===== src/rtl/axi_llc_arcane_lock_arb.sv =====
// LLC exclusive-lock arbiter: picks a requester round-robin and steps the LLC through
// isolate -> drain -> grant -> release. Every wait phase is guarded by a timeout watchdog.
module axi_llc_arcane_lock_arb #(
  parameter  int unsigned NUM_REQ        = 2,
  parameter  int unsigned TIMEOUT_CYCLES = 1024,
  localparam int unsigned OW             = (NUM_REQ > 1) ? $clog2(NUM_REQ) : 1
) (
  input  logic               clk_i,
  input  logic               rst_ni,
  input  logic [NUM_REQ-1:0] req_i,
  output logic [NUM_REQ-1:0] grant_o,
  output logic [OW-1:0]      owner_o,
  output logic               busy_o,
  output logic               llc_isolate_o,
  input  logic               llc_isolated_i,
  input  logic               ar_unit_busy_i,
  input  logic               aw_unit_busy_i,
  output logic               err_o,
  input  logic               clr_err_i
);

  localparam int unsigned TW = (TIMEOUT_CYCLES > 0) ? $clog2(TIMEOUT_CYCLES + 1) : 1;

  typedef enum logic [2:0] {
    S_IDLE    = 3'd0,
    S_ISOLATE = 3'd1,
    S_LOCKED  = 3'd2,
    S_RELEASE = 3'd3,
    S_ERR     = 3'd4
  } state_e;

  state_e          state_q, state_d;
  logic [OW-1:0]   owner_q, owner_d;
  logic [OW-1:0]   rr_ptr_q, rr_ptr_d;
  logic [OW-1:0]   winner;
  logic [TW-1:0]   timer_q;
  logic            timeout;
  logic            drained;
  int              idx;

  // Round-robin pick: scan from the highest offset down so the lowest offset from rr_ptr wins.
  always_comb begin
    winner = rr_ptr_q;
    idx    = 0;
    for (int i = int'(NUM_REQ) - 1; i >= 0; i--) begin
      idx = int'(rr_ptr_q) + i;
      if (idx >= int'(NUM_REQ)) idx = idx - int'(NUM_REQ);
      if (req_i[idx]) winner = OW'(idx);
    end
  end

  assign timeout = (TIMEOUT_CYCLES != 0) && (timer_q == TW'(TIMEOUT_CYCLES - 1));
  assign drained = llc_isolated_i & ~ar_unit_busy_i & ~aw_unit_busy_i;

  // Next-state decode; withdrawal by the owner always beats completion and timeout.
  always_comb begin
    state_d  = state_q;
    owner_d  = owner_q;
    rr_ptr_d = rr_ptr_q;
    case (state_q)
      S_IDLE: begin
        if (|req_i) begin
          owner_d = winner;
          state_d = S_ISOLATE;
        end
      end
      S_ISOLATE: begin
        if (!req_i[owner_q])  state_d = S_RELEASE;
        else if (drained)     state_d = S_LOCKED;
        else if (timeout)     state_d = S_ERR;
      end
      S_LOCKED: begin
        if (!req_i[owner_q])      state_d = S_RELEASE;
        else if (!llc_isolated_i) state_d = S_ERR;
      end
      S_RELEASE: begin
        if (!llc_isolated_i) begin
          state_d  = S_IDLE;
          rr_ptr_d = (owner_q == OW'(NUM_REQ - 1)) ? '0 : owner_q + 1'b1;
        end else if (timeout) begin
          state_d = S_ERR;
        end
      end
      S_ERR: begin
        if (clr_err_i) state_d = S_RELEASE;
      end
      default: state_d = S_IDLE;
    endcase
  end

  // State, pointer, saturating phase timer and registered Moore outputs.
  always_ff @(posedge clk_i or negedge rst_ni) begin
    if (!rst_ni) begin
      state_q       <= S_IDLE;
      owner_q       <= '0;
      rr_ptr_q      <= '0;
      timer_q       <= '0;
      grant_o       <= '0;
      busy_o        <= 1'b0;
      llc_isolate_o <= 1'b0;
      err_o         <= 1'b0;
    end else begin
      state_q  <= state_d;
      owner_q  <= owner_d;
      rr_ptr_q <= rr_ptr_d;
      if (state_d != state_q)  timer_q <= '0;
      else if (timer_q != '1)  timer_q <= timer_q + 1'b1;
      grant_o       <= (state_d == S_LOCKED) ? (NUM_REQ'(1) << owner_d) : '0;
      busy_o        <= (state_d != S_IDLE);
      llc_isolate_o <= (state_d == S_ISOLATE) || (state_d == S_LOCKED) || (state_d == S_ERR);
      err_o         <= (state_d == S_ERR);
    end
  end

  assign owner_o = owner_q;

endmodule

===== config.mk =====
export PLATFORM = sky130hd
export DESIGN_NAME = axi_llc_arcane_lock_arb
export DESIGN_NICKNAME = d
export VERILOG_FILES = /design/src/rtl/axi_llc_arcane_lock_arb.sv
export SDC_FILE = /design/constraint.sdc
export NUM_CORES = 1
export LEC_CHECK = 0
export CAP_MARGIN = 20
export CORE_UTILIZATION = 50
export DETAILED_ROUTE_END_ITERATION = 6
export PLACE_DENSITY = 0.77
export SYNTH_ARGS = -nofsm -noshare
export SYNTH_HDL_FRONTEND = slang
export SYNTH_SLANG_ARGS = --single-unit
export TNS_END_PERCENT = 1

===== constraint.sdc =====
create_clock -name clk_i -period 1.9 [get_ports clk_i]
set_clock_uncertainty 0.05 [all_clocks]
set_input_delay 0.19 -clock clk_i [delete_from_list [all_inputs] [get_ports clk_i]]
set_output_delay 0.19 -clock clk_i [all_outputs]
set_load 0.01 [all_outputs]

### Word-level counts from Yosys, hierarchy flattened

Index checks and enable logic that the tools add are counted.

* add/sub/neg operators: 5
* $lt $le $gt $ge: 5
* eq/ne operators: 10
* shift-type cells: 1
* multiplexer cells: 27
* bitwise logic cells: 5
* reduce and logical (&&, ||, !) cells: 7

Operators with widths (count)
* 32-bit by 3-bit < comparator with 1-bit output (second input constant): 2
* 32-bit two-way mux: 2
* 3-bit two-way mux: 8
* 11-bit two-way mux: 2
* 3-bit one-hot mux with 5 select lines: 1
* 1-bit two-way mux: 13
* 11-bit by 1-bit adder with 11-bit output (second input constant): 1
* 11-bit by 10-bit == test with 1-bit output (second input constant): 1
* 11-bit != test (second input constant): 1
* 3-bit by 2-bit == test with 1-bit output (second input constant): 3
* 3-bit by 1-bit == test with 1-bit output (second input constant): 2
* 3-bit == test (second input constant): 2
* 3-bit zero test: 1
* 3-bit != test: 1
* 1-bit NOT: 3
* 3-bit nonzero test: 1
* 1-bit by 2-bit subtractor with 3-bit output (second input constant): 1
* 2-bit by 2-bit subtractor with 3-bit output (second input constant): 1
* 1-bit by 1-bit adder with 2-bit output (second input constant): 1
* 1-bit AND: 2
* 1-bit by 2-bit greater-or-equal comparator with 1-bit output (second input constant): 1
* 2-bit greater-or-equal comparator (second input constant): 1
* 1-bit logical OR: 2
* 1-bit by 2-bit < comparator with 1-bit output (second input constant): 1
* 6 further kinds: 6

* bits in registers: 21
* output and inout bits: 6

### Logic depth before layout (Yosys ltp)

Gate-level depths: netlist of run 1.

* depth in word-level cells: 12
* gate-level depth with buffers: 7
* gate-level depth less buffers: 6

### Worst setup path after synthesis of run 1

OpenSTA, ideal clock, no wires.

* path kind: register to register
* start point: register timer_q[0]
* end point: register timer_q[10]
* library setup time: 0.142 ns
* arrival: 1.807 ns
* required time: 1.708 ns
* slack: -0.099 ns
* stages on the path, launching flop included: 7
* buffers on the path: 1
* clock period less this slack: 1.999 ns
* cells stage by stage: dfrtp_1 ha_1 nand4_4 o31a_2 a32oi_1 dlymetal6s4s_1 nor4_2

* longest elaborated chain between the ends: 7

RTL lines
* start: declaration: RTL line 36 `logic [TW-1:0] timer_q;`
* start signal: assignment: RTL line 107 `else if (timer_q != '1) timer_q <= timer_q + 1'b1;`
* 11-bit by 10-bit == test with 1-bit output: RTL line 52 `assign timeout = (TIMEOUT_CYCLES != 0) && (timer_q == TW'(TIMEOUT_CYCLES - 1));`
* 3-bit two-way mux: RTL line 70, 80
* 3-bit two-way mux: RTL line 69 `else if (drained) state_d = S_LOCKED;`
* 3-bit two-way mux: RTL line 68 `if (!req_i[owner_q]) state_d = S_RELEASE;`
* 3-bit one-hot mux with 5 select lines: RTL line 60 `case (state_q)`
* 3-bit != test: RTL line 106 `if (state_d != state_q) timer_q <= '0;`
* 11-bit two-way mux or 2-bit nonzero test (tied branches)

Parallel ways exist; a longest one is shown, timed or not. The select of a mux whose other input is x is not followed.
A chain may end at the register's enable or synchronous reset.

### Final worst setup path of run 1

* start point: register timer_q[1]
* end point: register timer_q[4]

Same word-level chain as after synthesis.

==> impl_results.md, run 1 <==
* Number of global-route vias before repair at 1171
* Die area at 0.00286 sq mm
* Post-DP HPWL at 2360 um
* Commonest non-fill, non-tap cells in the layout: 31 x buf_4, 20 x dfrtp_1, 13 x clkdlybuf4s50_1
* CP Cell Sequence: ha_4, nand4_4, buf_6, nor3_1, buf_4, nand3b_1, xor2_1, nor4_4
* Library cells used by synthesis at 47
* Htree depth at 1
* CTS clk-pin slew, worst paths at 0.13 ns
* Final nets at 177
* Tightest Pin Transition at 0.350 ns
* Ys flop type: dfrtp_1
* Final Wtd Congestion at 0.928
* Starting Density at 0.530
* Synth Cell Area at 0.00133 sq mm
* Reg2reg path depth at 8
* Minimum clock period at 1.93 ns
* Post-synth EDFFs at 0
* Final Power at 2.77 mW
* Cell Rows at 18
* Post-CTS Hold Buffers at 0
* #FFs+latches synth at 21
* DR vias/cell at 5.98
* Area added between synthesis and finish at 48.5%
* Met2 usage at 0.450
* Ant diodes at 0
* Grt peak-use layer: met2
* Tcrit/Tclk final at 1.01
* Grt total ovfl at 0
* First-pass GRT wire length at 5380 um
* Failing checks: negative setup slack
* Drt drc at 0
* CP Max Fanout at 6
* Tot GR Track Use at 0.269
* CTS tree: built
* CTS Root Cell: clkbuf_4
* Register area share after synthesis at 0.397
* Die X at 53.5 um
* Share of post-route cells with drive strength above 1 at 0.449
* Startpoint types: register
* CP peak stage delay at 0.43 ns
* Grt met3 use at 0.0345
* FFs w/ async S/R, synth at 1.00
* Largest net degree at the start of global routing at 22
* Crit path max-delay cell type: dfrtp_1
* CP Data Required Time at 2.07 ns
* Clk_lat worst skew at 0.30 ns
* Syn_area_per_cell at 11.1 sq um
* Cts bufs inserted at 3
* Drt wl/cell at 18.5 um
* Crit path DAT at 2.10 ns
* Slew Limit Fails at 0
* Sinks on the clock net at 21
* Core ar. at 0.00250 sq mm
* Final worst setup slack at -0.0284 ns
* Initial antenna violation count at 0
* DRT Wirelength at 3650 um
* Max Buffers Root-to-Sink at 2
* Post-Syn Nets at 128
* Io pins at 14
* First DRT Iteration DRCs at 28
* Reg2Reg Setup Slack at -0.03 ns
* HP Class: in2async
* Most common cell after layout, fill and taps aside: buf_4
* Routed via count at 1179
* Syn Inst Count at 119
* Die Span Y at 53.5 um
* Setup TNS at -0.0400 ns
* LEAKAGE at 0.784 nW
* Worst flop-to-flop path endpoint: timer_q[4]
* # setup viols final at 5
* VDD IR max at 1.38 mV
* Number of max-cap violations at 0
* Pwr per Cell Area at 1410 mW/mm^2
* Ys Warns at 0
* Drt first pass iters at 4
* Worst slew margin relative to its limit at 0.764
* ANT nets after route at 0
* I/O Buffers at 13
* Highest Clock Rate at 519 MHz
* Reg-to-Reg Start: timer_q[1]
* Status: finished, violations left
* Type of the worst setup path: reg2reg
* CP Capture Type: register
* RSZ-0062 raised after global routing: true
* M1 GR Usage at 0.332
* Hold Vio Cnt, Final at 0
[cells by family after synthesis]
kind of cell	Yosys count	share of synthesized area
flops	21	0.397
fa+ha+maj	1	0.00944
compound gates	26	0.151
mux	4	0.0312
xor+xnor	9	0.0595
buf+inv	7	0.0510
simple gates	51	0.301
[report_power, final]
group          switching (mW)  internal, mW  total [mW]
clock network           0.143        0.0784       0.222
registers              0.0554         0.549       0.604
logic                    1.08         0.864        1.94
total                    1.28          1.49        2.77
[layout make-up]
cell class	count	area, sq um
multi-input cells	92	945
fillers	142	532
flip-flops and latches	21	527
repair buffers	49	428
well taps	30	37.5
clock buffers	3	22.5
clock inverters	1	5.00
inverters	1	3.75
[worst max path at each step]
stage / start / cells past startpoint / slack, ns / to
final: timer_q[1] / 8 / -0.03 / timer_q[4]
after global routing: timer_q[0] / 8 / -0.09 / timer_q[4]
after CTS: state_q[0] / 7 / -0.02 / timer_q[3]
after detailed placement: llc_isolated_i / 7 / -0.28 / timer_q[0]
after global placement: llc_isolated_i / 6 / -0.65 / timer_q[0]
after floorplan: owner_o / 5 / 0.002 / timer_q[10]
[Yosys cell counts, types with 2 or more instances]
master / number / area (sq um)
a21oi_1: 2 / 10.0
a31oi_1: 3 / 18.8
and3_1: 2 / 12.5
buf_6: 3 / 33.8
dfrtp_1: 21 / 526
mux2i_1: 3 / 30.0
nand2_1: 5 / 18.8
nand2b_1: 3 / 18.8
nand3_1: 3 / 15.0
nand3b_1: 3 / 22.5
nor2_1: 8 / 30.0
nor2b_1: 3 / 18.8
nor3_1: 2 / 10.0
nor4_2: 10 / 125
o211ai_1: 4 / 30.0
o21ai_0: 6 / 30.0
xnor2_1: 2 / 17.5
xor2_1: 7 / 61.3
[per-stage QoR]
stage,utilization,worst slack (ns),cells,area [sq um],hold WS (ns)
final,0.787,-0.0284,197,1970,0.155
after CTS,0.715,-0.0247,194,1790,0.163
after global routing,0.787,-0.0931,197,1970,0.186
after global placement,0.669,-0.649,188,1670,0.421
after detailed placement,0.672,-0.283,189,1680,0.425
after floorplan,-,0.00213,119,1330,-0.156
[worst max-delay path: cells and delay by family (launching register included)]
family | cells | cell delay [ns]
xor gates and xnor gates | 1 | 0.12
adders and majority gates | 1 | 0.18
buffers and inverters | 2 | 0.35
DFF | 1 | 0.43
and+or+nand+nor | 4 | 0.73
[sequential cells by signal (all words and copies together), names as in the netlist]
register	cells
err_o	1
rr_ptr_q	1
timer_q	11
grant_o	2
busy_o	1
llc_isolate_o	1
owner_o	1
state_q	3
[what timing repair did]
action                                  4_1_cts  5_1_grt
setup buffers                                 1        2
gates cloned                                  0        1
pin swaps                                     2       17
endpoints found under the setup margin       11       15
gates resized for setup                      10       27
[metal layers]
layer / part of all wire / wire (um)
met3: 0.042 / 154
met5: 0 / 0
met2: 0.53 / 1940
met1: 0.39 / 1440
met4: 0.033 / 119
No activity file was read; power rests on OpenSTA's default activity.
==> run 2: changes to the inputs <==
--- a/config.mk
+++ b/config.mk
@@ -6,6 +6,7 @@
 export NUM_CORES = 1
 export LEC_CHECK = 0
 export CAP_MARGIN = 20
+export CORE_MARGIN = 4
 export CORE_UTILIZATION = 50
 export DETAILED_ROUTE_END_ITERATION = 6
 export PLACE_DENSITY = 0.77
==> impl_results.md, run 2 (same netlist as run 1, synthesis figures left out) <==
* Final nets at 173 (-2.3%)
* Starting Density at 0.530 (unchanged)
* CP Max Fanout at 11 (+5)
* Most common cell after layout, fill and taps aside: buf_4
* Tightest Pin Transition at 0.433 ns (+0.0828 ns)
* Tot GR Track Use at 0.197 (-0.0722)
* Crit path DAT at 2.18 ns (+0.08 ns)
* Highest Clock Rate at 493 MHz (-4.9%)
* Final Power at 2.58 mW (-6.9%)
* Post-CTS Hold Buffers at 0 (unchanged)
* First DRT Iteration DRCs at 30 (+7.1%)
* Die area at 0.00354 sq mm (+24%)
* Final Wtd Congestion at 0.845 (-9.0%)
* Core ar. at 0.00250 sq mm (unchanged)
* Ant diodes at 0 (unchanged)
* Design Area, Final at 0.00185 sq mm (-5.8%)
* Sinks on the clock net at 21 (unchanged)
* Drt first pass iters at 4 (unchanged)
* Die X at 59.5 um (+11%)
* DRT Wirelength at 3270 um (-10%)
* Area added between synthesis and finish at 39.9%
* Tcrit/Tclk final at 1.07 (+0.0521)
* Dpl ws at -0.776 ns (-0.492 ns)
* Initial antenna violation count at 0 (unchanged)
* Largest net degree at the start of global routing at 22 (unchanged)
* Slew Limit Fails at 0 (unchanged)
* Failing checks: negative setup slack
* CP peak stage delay at 0.43 ns (about the same)
* Final worst setup slack at -0.127 ns (-0.0989 ns)
* Max Buffers Root-to-Sink at 2 (unchanged)
* CTS clk-pin slew, worst paths at 0.12 ns (about the same)
* Status: finished, violations left
* Buf+Inv Stages, Crit Path at 1 (-1)
* Grt total ovfl at 0 (unchanged)
* RSZ-0062 raised after global routing: true
* Post-DP HPWL at 2300 um (-2.4%)
* # setup viols final at 11 (+6)
* I/O Buffers at 13 (unchanged)
* Type of the worst setup path: reg2reg
* Clk_lat worst skew at 0.31 ns (about the same)
* Max reg flops at 11 (unchanged)
* Routed via count at 1164 (-1.3%)
* Largest registers: timer_q (11), state_q (3), grant_o (2)
* Number of max-cap violations at 0 (unchanged)
* First-pass GRT wire length at 5290 um (-1.5%)
* Htree depth at 1 (unchanged)
* Commonest non-fill, non-tap cells in the layout: 30 x buf_4, 20 x dfrtp_1, 13 x clkdlybuf4s50_1
* Core Util, Final at 0.742 (-0.0455)
* Drt drc at 0 (unchanged)
* CP Cell Sequence: or3b_4, o21ba_4, o221ai_4, xor2_4, buf_12, nor4_2
* VDD IR max at 1.39 mV (+1.0%)
* Minimum clock period at 2.03 ns (+0.0989 ns)
* Io pins at 14 (unchanged)
* CP Capture Type: register
* CTS Root Cell: clkbuf_4
* Biggest register: timer_q
* Worst slew margin relative to its limit at 0.710 (-0.0538)
* Area after DPL at 0.00166 sq mm (-1.3%)
* Share of post-route cells with drive strength above 1 at 0.417 (-0.0319)
* Drt wl/cell at 16.9 um (-8.6%)
* LEAKAGE at 0.750 nW (-4.3%)
* CP Data Required Time at 2.05 ns (-0.02 ns)
* ANT nets after route at 0 (unchanged)
* Cts bufs inserted at 3 (unchanged)
* Cell Rows at 18 (unchanged)
* Startpoint types: register
* Die Span Y at 59.5 um (+11%)
* Pwr per Cell Area at 1390 mW/mm^2 (-1.2%)
* Number of global-route vias before repair at 1226 (+4.7%)
* Setup TNS at -0.699 ns (-0.659 ns)
* HP Class: in2async
* DR vias/cell at 6.03 (+0.77%)
* Crit path max-delay cell type: dfrtp_1
* Delay-heaviest family, CP: simple AND/OR/NAND/NOR gates
* CTS tree: built
* Hold Vio Cnt, Final at 0 (unchanged)
==> run 2: changes by cell type in the layout (fill, tap and decap cells not counted), sizes merged <==
cell,change
buf,-3
a22o,-1
==> run 2: layout make-up <==
type / count / area [sq um]
clock buffers: 3 / 22.5
repair buffers: 46 / 398
multi-input cells: 91 / 861
clock inverters: 1 / 5.00
well taps: 30 / 37.5
flip-flops and latches: 21 / 527
inverters: 1 / 3.75
fillers: 170 / 646
==> run 2: final timing paths <==
check | to | slack [ns] | startpoint | cells after the start
worst max-delay path | timer_q[3] | -0.13 | state_q[2] | 6
worst min-delay path | err_o | 0.15 | rst_ni | 2
worst max register to register | timer_q[3] | -0.13 | state_q[2] | 6
worst min register to register | rr_ptr_q | 0.48 | rr_ptr_q | 2
max in group asynchronous | timer_q[9] | 1.42 | rst_ni | 2
min in group clk_i | rr_ptr_q | 0.48 | rr_ptr_q | 2
==> run 2: where the power goes <==
part	switching (mW)	internal, mW	total [mW]
Clock	0.133	0.0786	0.211
Combinational	0.947	0.807	1.75
Sequential	0.0615	0.549	0.610
Total	1.14	1.43	2.58
==> run 2: through the flow <==
step	cells	hold slack, ns
finish	193	0.152
floorplan	119	-0.156
CTS	192	0.158
global placement	186	0.422
detailed placement	186	0.469
global route	193	0.157
==> run 2: per-layer routing <==
metal  track usage  share of wire  vias up
met5             0              0        -
met4        0.0874          0.021        0
met3        0.0501          0.037        6
met2         0.357           0.54       29
met1         0.212           0.40      587
li1              -              -      542
==> run 2: repair_timing <==
item | in CTS | in global routing
endpoints found under the setup margin | 11 | 15
pin swaps | 3 | 6
gates resized for setup | 9 | 12
buffers inserted | 2 | 2
==> run 3: changes to the inputs <==
--- a/config.mk
+++ b/config.mk
@@ -13,4 +13,4 @@
 export SYNTH_ARGS = -nofsm -noshare
 export SYNTH_HDL_FRONTEND = slang
 export SYNTH_SLANG_ARGS = --single-unit
-export TNS_END_PERCENT = 1
+export TNS_END_PERCENT = 100
==> impl_results.md, run 3 (same netlist as run 1, synthesis figures left out) <==
* Area after DPL at 0.00166 sq mm (unchanged)
* CP Max Fanout at 11 (unchanged)
* CP Capture Type: register
* Number of max-cap violations at 0 (unchanged)
* DRT Wirelength at 3820 um (+17%)
* CP peak stage delay at 0.45 ns (+0.02 ns)
* Slew Limit Fails at 0 (unchanged)
* HP Class: in2async
* Startpoint types: register
* # setup viols final at 15 (+4)
* Cts bufs inserted at 3 (unchanged)
* Htree depth at 1 (unchanged)
* Tightest Pin Transition at 0.411 ns (-0.0222 ns)
* CTS tree: built
* Area added between synthesis and finish at 46.3%
* Sinks on the clock net at 21 (unchanged)
* DR vias/cell at 6.26 (+3.7%)
* Core Util, Final at 0.775 (+0.0335)
* Reg2reg path depth at 6 (unchanged)
* Failing checks: negative setup slack
* VDD IR max at 1.23 mV (-12%)
* CTS clk-pin slew, worst paths at 0.12 ns (about the same)
* Reg2Reg Setup Slack at -0.14 ns (about the same)
* Worst flop-to-flop path endpoint: timer_q[3]
* Max Buffers Root-to-Sink at 2 (unchanged)
* Highest Clock Rate at 491 MHz (-0.55%)
* Worst slew margin relative to its limit at 0.725 (+0.0153)
* Drt wl/cell at 19.2 um (+13%)
* Final Wtd Congestion at 0.845 (unchanged)
* First-pass GRT wire length at 5290 um (unchanged)
* RSZ-0062 raised after global routing: true
* Post-CTS Hold Buffers at 0 (unchanged)
* Dpl ws at -0.776 ns (unchanged)
* Critical Path Sink: timer_q[3]
* Drt drc at 0 (unchanged)
* Largest net degree at the start of global routing at 22 (unchanged)
* Die X at 59.5 um (unchanged)
* Die area at 0.00354 sq mm (unchanged)
* Reg-to-Reg Start: state_q[0]
* Drt first pass iters at 5 (+1)
* CTS Root Cell: clkbuf_4
* Io pins at 14 (unchanged)
* Status: finished, violations left
* Initial antenna violation count at 0 (unchanged)
* Ant diodes at 0 (unchanged)
* Tot GR Track Use at 0.197 (unchanged)
* Max reg flops at 11 (unchanged)
* LEAKAGE at 0.801 nW (+6.9%)
* Core ar. at 0.00250 sq mm (unchanged)
* Tcrit/Tclk final at 1.07 (+0.00589)
* Cell Rows at 18 (unchanged)
* First DRT Iteration DRCs at 103 (+240%)
* Final worst setup slack at -0.139 ns (-0.0112 ns)
* Buf+Inv Stages, Crit Path at 1 (unchanged)
* Grt total ovfl at 0 (unchanged)
* Final nets at 179 (+3.5%)
* Delay-heaviest family, CP: simple AND/OR/NAND/NOR gates
* Biggest register: timer_q
* Starting Density at 0.530 (unchanged)
* Worst setup path startpoint: state_q[0]
* Clk_lat worst skew at 0.32 ns (about the same)
* Pwr per Cell Area at 1430 mW/mm^2 (+3.3%)
* Die Span Y at 59.5 um (unchanged)
* Most common cell after layout, fill and taps aside: buf_4
* Crit path DAT at 2.20 ns (+0.02 ns)
* Type of the worst setup path: reg2reg
* Number of global-route vias before repair at 1226 (unchanged)
* CP Data Required Time at 2.06 ns (about the same)
* Share of post-route cells with drive strength above 1 at 0.444 (+0.0266)
* Routed via count at 1245 (+7.0%)
* Largest registers: timer_q (11), state_q (3), grant_o (2)
* Crit path max-delay cell type: dfrtp_1
* Minimum clock period at 2.04 ns (+0.0112 ns)
* ANT nets after route at 0 (unchanged)
* Design Area, Final at 0.00194 sq mm (+4.5%)
* Commonest non-fill, non-tap cells in the layout: 31 x buf_4, 20 x dfrtp_1, 13 x clkdlybuf4s50_1
* Hold Vio Cnt, Final at 0 (unchanged)
* Post-DP HPWL at 2300 um (unchanged)
* CP Cell Sequence: or3b_4, o21ba_4, o221ai_4, xor2_4, buf_12, nor4_2
* I/O Buffers at 13 (unchanged)
* Setup TNS at -0.983 ns (-0.284 ns)
* WP depth at 6 (unchanged)
## run 3: repair_timing
| item | in CTS | in global routing |
|---|---|---|
| gates cloned | 0 | 2 |
| pin swaps | 3 | 9 |
| buffers inserted | 2 | 6 |
| resized for setup | 9 | 23 |
| setup endpoints to repair | 11 | 15 |
## run 3: layer usage
layer / global-route usage / routed length (um) / vias to the layer above / share of wire
li1: - / - / 558 / -
met1: 0.212 / 1510 / 626 / 0.40
met2: 0.357 / 2000 / 54 / 0.52
met3: 0.0501 / 249 / 7 / 0.065
met4: 0.0874 / 51 / 0 / 0.013
met5: 0 / 0 / - / 0
## run 3: cell type report
cell class                      instances  area (sq um)
Clock buffer                            3          22.5
Clock inverter                          1          5.00
Fill cell                             144           562
Inverter                                1          3.75
Multi-Input combinational cell         92           888
Sequential cell                        21           527
Tap cell                               30          37.5
Timing Repair Buffer                   51           454
## run 3: how the worst min path moves through the flow
stage / slack (ns) / endpoint / startpoint
6_report: 0.14 / state_q[2] / rst_ni
5_1_grt: 0.15 / err_o / rst_ni
4_1_cts: 0.16 / err_o / rst_ni
3_5_place_dp: 0.47 / rr_ptr_q / rr_ptr_q
3_3_place_gp: 0.42 / rr_ptr_q / rr_ptr_q
2_1_floorplan: -0.16 / busy_o / rst_ni
## run 3: per-stage QoR
stage / std cells / hold slack [ns] / power, mW
after detailed placement: 186 / 0.469 / 1.80
after global placement: 186 / 0.422 / 1.76
final: 199 / 0.138 / 2.78
after floorplan: 119 / -0.156 / 1.49
after CTS: 192 / 0.158 / 2.36
after global routing: 199 / 0.149 / 2.95
## run 3: power breakdown
part	leakage, nW	total (mW)	switching [mW]	internal, mW
clock	0.0177	0.217	0.139	0.0789
combinational	0.509	1.94	1.03	0.913
sequential	0.274	0.619	0.0704	0.549
